File: src/rtl/fifo_wr_arb.sv
// Round-robin write arbiter: grants one requester at a time a burst of up to
// BURST beats into a synchronous FIFO write port, honouring fifo_full.
module fifo_wr_arb #(
  parameter int unsigned NREQ   = 4,
  parameter int unsigned DWIDTH = 8,
  parameter int unsigned BURST  = 4
) (
  input  logic                   clk,
  input  logic                   rstn,
  input  logic [NREQ-1:0]        req_valid,
  input  logic [NREQ*DWIDTH-1:0] req_data,
  input  logic [NREQ-1:0]        req_last,
  output logic [NREQ-1:0]        req_ready,
  input  logic                   fifo_full,
  output logic                   fifo_wren,
  output logic [DWIDTH-1:0]      fifo_din,
  output logic [$clog2(NREQ)-1:0] grant_id,
  output logic                   busy
);

  localparam int unsigned IDW  = $clog2(NREQ);
  localparam int unsigned CNTW = $clog2(BURST + 1);

  localparam logic S_IDLE  = 1'b0;
  localparam logic S_GRANT = 1'b1;

  logic            state, state_nxt;
  logic [IDW-1:0]  rr_ptr, rr_nxt, grant_nxt, gid_inc, pick, idx;
  logic            pick_vld;
  logic [CNTW-1:0] beat_cnt, beat_nxt, beat_inc;
  logic            cur_valid, cur_last;

  // First valid requester at or above rr_ptr, wrapping; lowest offset wins.
  always_comb begin
    pick     = '0;
    pick_vld = 1'b0;
    idx      = '0;
    for (int i = NREQ - 1; i >= 0; i--) begin
      idx = IDW'((int'(rr_ptr) + i) % NREQ);
      if (req_valid[idx]) begin
        pick     = idx;
        pick_vld = 1'b1;
      end
    end
  end

  assign gid_inc   = (grant_id == IDW'(NREQ - 1)) ? '0 : grant_id + IDW'(1);
  assign beat_inc  = beat_cnt + CNTW'(1);
  assign cur_valid = req_valid[grant_id];
  assign cur_last  = req_last[grant_id];

  always_comb begin
    req_ready = '0;
    if (state == S_GRANT) req_ready[grant_id] = ~fifo_full;
  end

  assign fifo_wren = cur_valid & req_ready[grant_id];
  assign fifo_din  = req_data[int'(grant_id)*DWIDTH +: DWIDTH];
  assign busy      = (state == S_GRANT);

  // Next-state: arbitration in IDLE, burst termination in GRANT.
  always_comb begin
    state_nxt = state;
    grant_nxt = grant_id;
    rr_nxt    = rr_ptr;
    beat_nxt  = beat_cnt;
    case (state)
      S_IDLE: begin
        if (pick_vld) begin
          grant_nxt = pick;
          beat_nxt  = '0;
          state_nxt = S_GRANT;
        end
      end
      S_GRANT: begin
        if (!cur_valid) begin
          state_nxt = S_IDLE;
          rr_nxt    = gid_inc;
        end else if (fifo_wren) begin
          beat_nxt = beat_inc;
          if (cur_last || (beat_inc == CNTW'(BURST))) begin
            state_nxt = S_IDLE;
            rr_nxt    = gid_inc;
          end
        end
      end
      default: state_nxt = S_IDLE;
    endcase
  end

  always_ff @(posedge clk or negedge rstn) begin
    if (!rstn) begin
      state    <= S_IDLE;
      rr_ptr   <= '0;
      beat_cnt <= '0;
      grant_id <= '0;
    end else begin
      state    <= state_nxt;
      rr_ptr   <= rr_nxt;
      beat_cnt <= beat_nxt;
      grant_id <= grant_nxt;
    end
  end

endmodule

File: config.mk
export PLATFORM = sky130hd
export DESIGN_NAME = fifo_wr_arb
export DESIGN_NICKNAME = d
export VERILOG_FILES = /design/src/rtl/fifo_wr_arb.sv
export SDC_FILE = /design/constraint.sdc
export NUM_CORES = 1
export LEC_CHECK = 0
export BUFFER_PORTS_ARGS = -buffer_cell sky130_fd_sc_hd__buf_2
export CORE_AREA = 2 2 47 49
export CTS_CLUSTER_SIZE = 8
export DETAILED_ROUTE_END_ITERATION = 12
export DIE_AREA = 0 0 49 51
export GPL_TIMING_DRIVEN = 0
export PLACE_DENSITY_LB_ADDON = 0.25
export REMOVE_ABC_BUFFERS = 1
export SLEW_MARGIN = 20
export SYNTH_ARGS = -nofsm -noshare
export SYNTH_HDL_FRONTEND = slang
export SYNTH_SLANG_ARGS = --single-unit
File: constraint.sdc
create_clock -name clk -period 3.9 [get_ports clk]
set_clock_uncertainty 0.15 [all_clocks]
set_input_delay 0.39 -clock clk [delete_from_list [all_inputs] [get_ports clk]]
set_output_delay 0.39 -clock clk [all_outputs]
set_load 0.02 [all_outputs]
Word level (Yosys, flattened, before mapping)
Index checks and enable logic that the tools add are counted.
- register bits: 8
- input bits: 43
- output and inout port bits: 16
- add/sub/neg operators: 5
- order comparisons: 6
- equality and inequality tests: 7
- shifts and indexed selects: 1
- multiplexer cells: 38
- bitwise logic cells: 4
- reduce and logical (&&, ||, !) cells: 5
- operator list (kind ; count):
    $shiftx 32x6->8 ; 1
    $mux 1 ; 16
    $mux 2 ; 8
    $lt 2x3->1 const B ; 5
    $bmux 1 s2 ; 7
    $mux 3 ; 3
    $ne 2x2->1 const B ; 3
    $pmux 3 s2 ; 1
    $reduce_and 3->1 ; 2
    $add 2x1->2 const B ; 2
    $add 2x2->2 const B ; 2
    $and 4x4->4 ; 1
    $mux 4 ; 1
    $ne 2x1->1 const B ; 2
    $add 3x1->3 const B ; 1
    $eq 3x3->1 const B ; 1
    $demux 1 s2 ; 1
    $eq 2x2->1 const B ; 1
    $ge 2x1->1 const B ; 1
    $not 1->1 ; 2
    $pmux 1 s2 ; 1
    $reduce_and 2->1 ; 1
    $and 1x1->1 ; 1
    $logic_and 1x1->1 ; 1
    $logic_or 1x1->1 ; 1

Logic depth before layout (Yosys ltp)
Gate-level depths: netlist of the first run.
- depth in word-level cells: 12
- depth in mapped cells: 9
- depth with buffers taken out: 6

Least setup slack after synthesis of the first run
OpenSTA, ideal clock, no wires.
- path kind: reg-to-output
- start point: reg grant_id[0]
- end point: out fifo_wren
- arrival time: 1.990 ns
- path slack: 1.370 ns
- stages on the path, launching flop included: 8
- path buffers: 3
- path through: dfrtp_1 > buf_6 > buf_2 > inv_1 > ha_1 > mux4_2 > and3_1 > buf_6
- cells in the longest elaborated chain, start to end: 9
- RTL lines (item ; RTL line ; RTL):
    start, declared ; 17 ; output logic [$clog2(NREQ)-1:0] grant_id,
    start signal, assigned ; 101 ; grant_id <= grant_nxt;
    $lt 2x3->1 (implied by the code) or $ge 2x1->1 (tied branches) ; 54 ; if (state == S_GRANT) req_ready[grant_id] = ~fifo_full;
    $logic_and 1x1->1 (implied by the code) ; 54 ;
    $mux 1 (implied by the code) ; 54 ;
    $demux 1 s2 ; 54 ;
    $and 4x4->4 (no source line) ; - ;
    $mux 4 ; 54 ;
    $bmux 1 s2 ; 57 ; assign fifo_wren = cur_valid & req_ready[grant_id];
    $mux 1 (implied by the code) ; 57 ;
    $and 1x1->1 (*) ; 57 ;
    end, declared ; 15 ; output logic fifo_wren,
Mark *: on every way between the ends. The rest lies on a longest branch, timed or not. The select of a mux whose other input is x is not followed.

Worst setup path in the final report of the first run
Same ends and word-level chain as after synthesis.

==> implementation parameters, run 1 <==
Parameter                              Value

Run status
  Outcome    finished clean

Setup path
  Worst path max stage delay    850 ps
  Arrival time worst endpoint    2440 ps
  Worst Setup Path Type    flop to output pin
  CP Depth    5
  Endpoint kind of the worst setup timing path    output pin
  Number of cells traversed by the worst register-to-register path    6
  Critical Path Source Type    flop
  Required time of the critical path    3360 ps
  Combined buffer and inverter count along the critical path    2
  Largest delay contributor family on the critical path    flip-flops
  CP Cell Sequence    inv_1 -> ha_1 -> mux4_2 -> and3_1 -> buf_2
  Worst-path fanout max    17
  Slowest library cell on the worst path    dfrtp_1

Pwr
  Static power due to leakage    0.5988 nW
  Peak supply drop    393.6 µV
  Power density over the cells    roughly 640 mW/mm²

Drt
  Number of detailed-route iterations in the first pass    2
  Average wire per standard cell    12.35 µm
  Remaining number of nets flagged by the antenna check after routing    0
  Overall via count from detail_route    818
  Post-detailed-route DRC marker count    0
  Iter 0 DRT Violations    10
  Routed wire length    ~1900 µm
  Average vias per placed instance    around 5.2

Placed design
  Post-detail-place hpwl    roughly 1600 µm
  Number of port buffers    58
  Cell area reported after detailed placement    0.001125 mm²
  Final weighted congestion in routability-driven placement    0.7563

Synthesis
  Post-synthesis simple-gate area fraction    11.45%
  Yosys top cell by area    mux4_2
  Fraction of registers with async set or reset after synthesis    100.0%
  Area fraction of the dominant cell type after synthesis    29.82%
  Count of flip-flops with a built-in enable after synthesis    0
  Most used standard cells in the synthesized netlist    mux4_2, dfrtp_1, nand2_1
  Dominant cell by count in the synthesized netlist    mux4_2
  Dominant combinational cell family by area after synthesis    multiplexers
  Syn Area/Cell    11.70 µm²
  Post-Synth Adder-Cell Area    9.036%
  Number of storage elements in the synthesis netlist    8
  Seq/Total Area, Yosys    24.10%
  Most used DFF post-synth    dfrtp_1
  Multiplexer fraction of the synthesized cell area    ~38%
  Unique cell type count in the Yosys netlist    27
  Share of the synthesized area in compound gates (AO/OA/AOI/OAI)    10.84%
  Xor/xnor cell area share of the yosys netlist    approximately 1.1%
  Number of standard cells after synthesis    71
  Synthesized area    830.8 µm²
  Count of warnings emitted by yosys    0
  Cell types with the largest area share after synthesis    mux4_2, dfrtp_1, ha_1

Clocking
  Clock latency on the worst-skew pair    250 ps
  Number of gates given a new drive strength after cts    0
  Clock sink count    8
  Clock Path Buffers    2
  Buffers inserted during post-CTS setup optimization    0
  H-tree depth    1
  Hold_buf cts    1
  Cts bufs inserted    3
  CTS root buf    clkbuf_4
  Clock tree from TritonCTS    done
  Clock transition at the register clock pins on the worst setup and hold paths after CTS    60 ps

Final layout
  Area of all placed cells without fillers    0.001157 mm²
  Area growth syn-to-layout    39.31%
  ANT cells    0
  Fraction of final layout cells with drive strength greater than 1    58.91%
  NumNets Final    180

STA
  Count of final max-slew check failures    0
  Final number of setup-violating endpoints    0
  Unrepaired setup endpoints after global routing    false
  Relative slew margins    47.23%
  Final worst-path cycle share    76.31%
  Number of failing hold endpoints at the final stage    0
  Sum Neg Setup Slack    0 ps
  Final critical-path required period    2976 ps
  Slew at the pin closest to its max-slew limit    791.5 ps
  Max Fclk    about 340 MHz

Global routing
  Remaining global-route overflow    0
  Global-route wire length before repair    3208 µm
  Gr usage total    16.41%
  Initial antenna violation count    0
  Pin count of the biggest net entering global routing    18
  Via count of the first global-routing pass    743

Die
  Boundary pin count    59
  Vertical die dimension    51 µm
  Total die area    0.002499 mm²
  Starting density of the core    between 40% and 50%
  Core region area    0.002063 mm²
  Horizontal extent of the die    49 µm
  # rows    17

Min path
  Kind of path behind the tightest hold check    primary input to flop
  Number of cells on the worst hold path    3

Flow run
  Max capacitance violation total    0
## cell usage in the layout (no fill, tap or decap), types with 2 or more instances in the layout
| master | netlist | layout |
|---|---|---|
| mux4_2 | 11 | 11 |
| mux2i_1 | 3 | 3 |
| buf_2 | 1 | 58 |
| nor2_1 | 2 | 2 |
| clkbuf_4 | 0 | 3 |
| o21ai_0 | 3 | 3 |
| ha_1 | 6 | 6 |
| and2_1 | 5 | 5 |
| mux2_1 | 2 | 2 |
| dfrtp_1 | 8 | 8 |
| inv_1 | 5 | 5 |
| nand2_1 | 8 | 8 |
## layer usage
layer	GRT usage [%]	up-vias	routed length (µm)
li1	-	385	-
met1	18.16	389	735
met2	30.14	44	981
met3	5.556	0	222
met4	4.286	0	0
met5	0	-	0
## cell type report
| cell class | count | area [µm²] |
|---|---|---|
| multi-input combinational | 54 | 580.6 |
| tap | 28 | 35.03 |
| timing repair buffer | 59 | 300.3 |
| sequential | 8 | 200.2 |
| inverter | 5 | 18.77 |
| clock buffer | 3 | 22.52 |
| fill | 203 | 905.9 |
## through the flow
stage	power (mW)	utilization (%)	setup slack (ps)	hold WS, ps	instances
global placement	0.6762	54.52	1168	91.70	153
finish	0.7444	56.09	923.9	327.6	157
floorplan	0.5480	-	1347	-55.59	67
global route	0.8100	56.09	644.4	372.3	157
detailed placement	0.6907	54.52	1104	102.5	153
CTS	0.7581	56.09	830.9	315.1	157
## path summary, 6_finish.rpt
path	startpoint	end	slack [ps]
max in group asynchronous	rstn	grant_id[1]	3060
min reg2reg	beat_cnt[2]	beat_cnt[2]	360
max	grant_id[0]	fifo_wren	920
max reg2reg	grant_id[0]	beat_cnt[2]	1380
min in group asynchronous	rstn	beat_cnt[2]	370
min	fifo_full	busy	330
## power breakdown
| part | switching, mW | leakage, nW | internal [mW] |
|---|---|---|---|
| clock network | 0.0286 | 0.0138 | 0.0353 |
| logic | 0.224 | 0.484 | 0.250 |
| registers | 0.0911 | 0.101 | 0.116 |
## cells by family after synthesis
| group | after synthesis |
|---|---|
| muxes | 17 |
| DFF | 8 |
| xor gates and xnor gates | 1 |
| AOI/OAI and AO/OA | 11 |
| and+or+nand+nor | 19 |
| buffers and inverters | 9 |
| adders and majority gates | 6 |
## registers in the layout, indices dropped and copies added, names as in the netlist
register	flops
beat_cnt	3
grant_id	2
rr_ptr	2
busy	1
## worst min-delay path, cell delays in order
cell	delay (ps)
buf_2	90
o311ai_0	130
nand2_1	80
(Power assumes the default switching activity.)
==> inputs of run 2 (changes only) <==
--- a/config.mk
+++ b/config.mk
@@ -6,10 +6,10 @@
 export NUM_CORES = 1
 export LEC_CHECK = 0
 export BUFFER_PORTS_ARGS = -buffer_cell sky130_fd_sc_hd__buf_2
-export CORE_AREA = 2 2 47 49
+export CORE_AREA = 2 2 52 54
 export CTS_CLUSTER_SIZE = 8
 export DETAILED_ROUTE_END_ITERATION = 12
-export DIE_AREA = 0 0 49 51
+export DIE_AREA = 0 0 54 56
 export GPL_TIMING_DRIVEN = 0
 export PLACE_DENSITY_LB_ADDON = 0.25
 export REMOVE_ABC_BUFFERS = 1
==> constraint.sdc (replaced) <==
create_clock -name clk -period 2.5 [get_ports clk]
set_clock_uncertainty 0.15 [all_clocks]
set_input_delay 0.25 -clock clk [delete_from_list [all_inputs] [get_ports clk]]
set_output_delay 0.25 -clock clk [all_outputs]
set_load 0.02 [all_outputs]
==> implementation parameters, run 2 (same netlist as run 1, synthesis figures left out) <==
Parameter                              Value

Clocking
  Clock sink count    8 (unchanged)
  Clock tree from TritonCTS    done
  Clock latency on the worst-skew pair    250 ps (about the same)
  H-tree depth    1 (unchanged)
  CTS root buf    clkbuf_4
  Clock Path Buffers    2 (unchanged)
  Clock transition at the register clock pins on the worst setup and hold paths after CTS    60 ps (about the same)
  Cts bufs inserted    3 (unchanged)

Final layout
  Total of fill cells in the finished design    227 (+12%)
  Top library cells by usage in the layout, fill and taps aside    buf_2, mux4_2, nand2_1
  Footprint of the multi-input gates    580.6 µm² (unchanged)
  Largest reg by FF count    beat_cnt
  ANT cells    0 (unchanged)
  Largest register FFs    3 (unchanged)
  NumNets Final    183 (+1.7%)
  Registers with the most flip-flops    beat_cnt (3), grant_id (2), rr_ptr (2)
  Storage cell area    205.2 µm² (+2.5%)
  Fraction of final layout cells with drive strength greater than 1    61.36% (+2.4 points)
  Most common library cell in the layout ignoring fill and taps    buf_2
  Area growth syn-to-layout    42.92%

STA
  Final critical-path required period    between 2000 and 2500 ps
  Relative slew margins    52.90% (+5.7 points)
  Final-layout worst hold slack    170.0 ps (-157.5 ps)
  Final number of setup-violating endpoints    0 (unchanged)
  Count of final max-slew check failures    0 (unchanged)
  Final worst-path cycle share    94.41%
  Number of failing hold endpoints at the final stage    0 (unchanged)
  Max Fclk    approximately 420 MHz
  Unrepaired setup endpoints after global routing    false
  Slew at the pin closest to its max-slew limit    698.9 ps (-92.59 ps)

Drt
  Overall via count from detail_route    820 (+0.24%)
  Number of detailed-route iterations in the first pass    3 (+1)
  Average wire per standard cell    13.78 µm (+12%)
  Post-detailed-route DRC marker count    0 (unchanged)
  Routed wire length    2233 µm (+15%)
  Remaining number of nets flagged by the antenna check after routing    0 (unchanged)
  Iter 0 DRT Violations    3 (-7)
  Average vias per placed instance    5.062 (-2.8%)

Die
  Vertical die dimension    56 µm (+9.8%)
  Starting density of the core    34.16% (-6.1 points)
  Core region area    0.002432 mm² (+18%)
  Boundary pin count    59 (unchanged)
  Horizontal extent of the die    54 µm (+10%)
  # rows    18 (+1)
  Total die area    0.003024 mm² (+21%)

Global routing
  Gr usage total    14.77% (-1.6 points)
  Initial antenna violation count    0 (unchanged)
  Remaining global-route overflow    0 (unchanged)
  Pin count of the biggest net entering global routing    13 (-5)
  Via count of the first global-routing pass    795 (+7.0%)
  Global-route wire length before repair    3422 µm (+6.7%)

Pwr
  Share of total power in the clock network    7.9% (-0.7 points)
  Net Sw Power    0.5631 mW (+64%)
  Logic gate share of total power    70.8% (+7.2 points)
  Internal portion of total power    0.6627 mW (+65%)
  Final Total Pwr    1.226 mW (+65%)
  Static power due to leakage    0.6113 nW (+2.1%)
  Sequential group share of total power    21.3% (-6.5 points)
  Switching Fraction    45.94% (-0.26 points)
  Power density over the cells    1032 mW/mm² (+60%)
  Peak supply drop    561.5 µV (+43%)

Run status
  Outcome    finished clean

Setup path
  CP Cell Sequence    ha_1 -> mux4_2 -> and3_1 -> buf_2
  Number of cells traversed by the worst register-to-register path    5 (-1)
  Combined buffer and inverter count along the critical path    1 (-1)
  Worst Setup Path Type    flop to output pin
  Terminus of the critical flop-to-flop path    rr_ptr[1]
  Launch instance of the worst register-to-register path    grant_id[0]
  Slowest library cell on the worst path    dfrtp_4
  Arrival time worst endpoint    1960 ps (-480 ps)
  Required time of the critical path    2100 ps (-1260 ps)
  Worst path max stage delay    510 ps (-340 ps)
  Reg2reg setup slack    420 ps (-960 ps)
  Critical Path Source Type    flop
  Endpoint kind of the worst setup timing path    output pin
  Worst-path fanout max    6 (-11)
  Largest delay contributor family on the critical path    flip-flops

Min path
  Worst hold start    fifo_full
  Terminating pin of the worst hold path    busy
  Number of cells on the worst hold path    3 (unchanged)
  Kind of path behind the tightest hold check    primary input to flop

Placed design
  Post-detail-place hpwl    1789 µm (+12%)
  Number of port buffers    58 (unchanged)
  Final weighted congestion in routability-driven placement    0.6985 (-7.6%)

Flow run
  Max capacitance violation total    0 (unchanged)
==> run 2: what timing repair did <==
action	in CTS	in global routing
endpoints found under the hold margin	8	0
gates resized for setup	3	0
buffers inserted	3	0
endpoints found under the setup margin	6	0
hold buffers	1	0
==> run 2: how the worst max path moves through the flow <==
stage	from	end	slack, ps	cells past startpoint
floorplan	grant_id[0]	beat_cnt[2]	-30	6
global placement	grant_id[0]	fifo_wren	-110	5
detailed placement	grant_id[0]	fifo_wren	-170	5
CTS	grant_id[0]	fifo_wren	140	4
global route	grant_id[0]	fifo_wren	90	4
finish	grant_id[0]	fifo_wren	140	4
==> run 2: layer usage <==
layer,vias to the layer above,track usage (%),part of all wire [%]
met5,-,0,0
met4,0,1.071,0
met3,0,4.839,14
met2,49,27.70,48
met1,377,16.13,39
li1,394,-,-
==> run 2: stage by stage <==
stage	TNS [ps]	util, %	setup slack (ps)	instance area [µm²]	std cells
after floorplan	-27.78	-	-27.78	799.5	67
after global placement	-219.4	46.35	-113.3	1127	155
after detailed placement	-533.4	46.35	-171.0	1127	155
after CTS	0	48.82	139.9	1187	162
after global routing	0	48.82	88.39	1187	162
final	0	48.82	139.9	1187	162
==> run 2: cell type report <==
cell class                 count  area share, %
clock buffer                   3          1.897
inverter                       5          1.581
multi-input combinational     54          48.89
sequential                     8          17.28
tap                           30          3.161
timing repair buffer          62          27.19
==> run 2: power groups by stage <==
stage | clock network, mW | registers, mW | logic, mW
floorplan | 0 | 0.324 | 0.530
global placement | 0 | 0.324 | 0.739
detailed placement | 0 | 0.333 | 0.759
CTS | 0.0998 | 0.262 | 0.877
global route | 0.105 | 0.273 | 0.954
finish | 0.0967 | 0.262 | 0.867
==> run 2: worst reg2reg max path, delay by kind of cell (launching register included) <==
kind                   cells  cell delay (ps)
buffers and inverters      1              230
multiplexers               2              870
flip-flops                 1              450
AO/OA/AOI/OAI              2              260
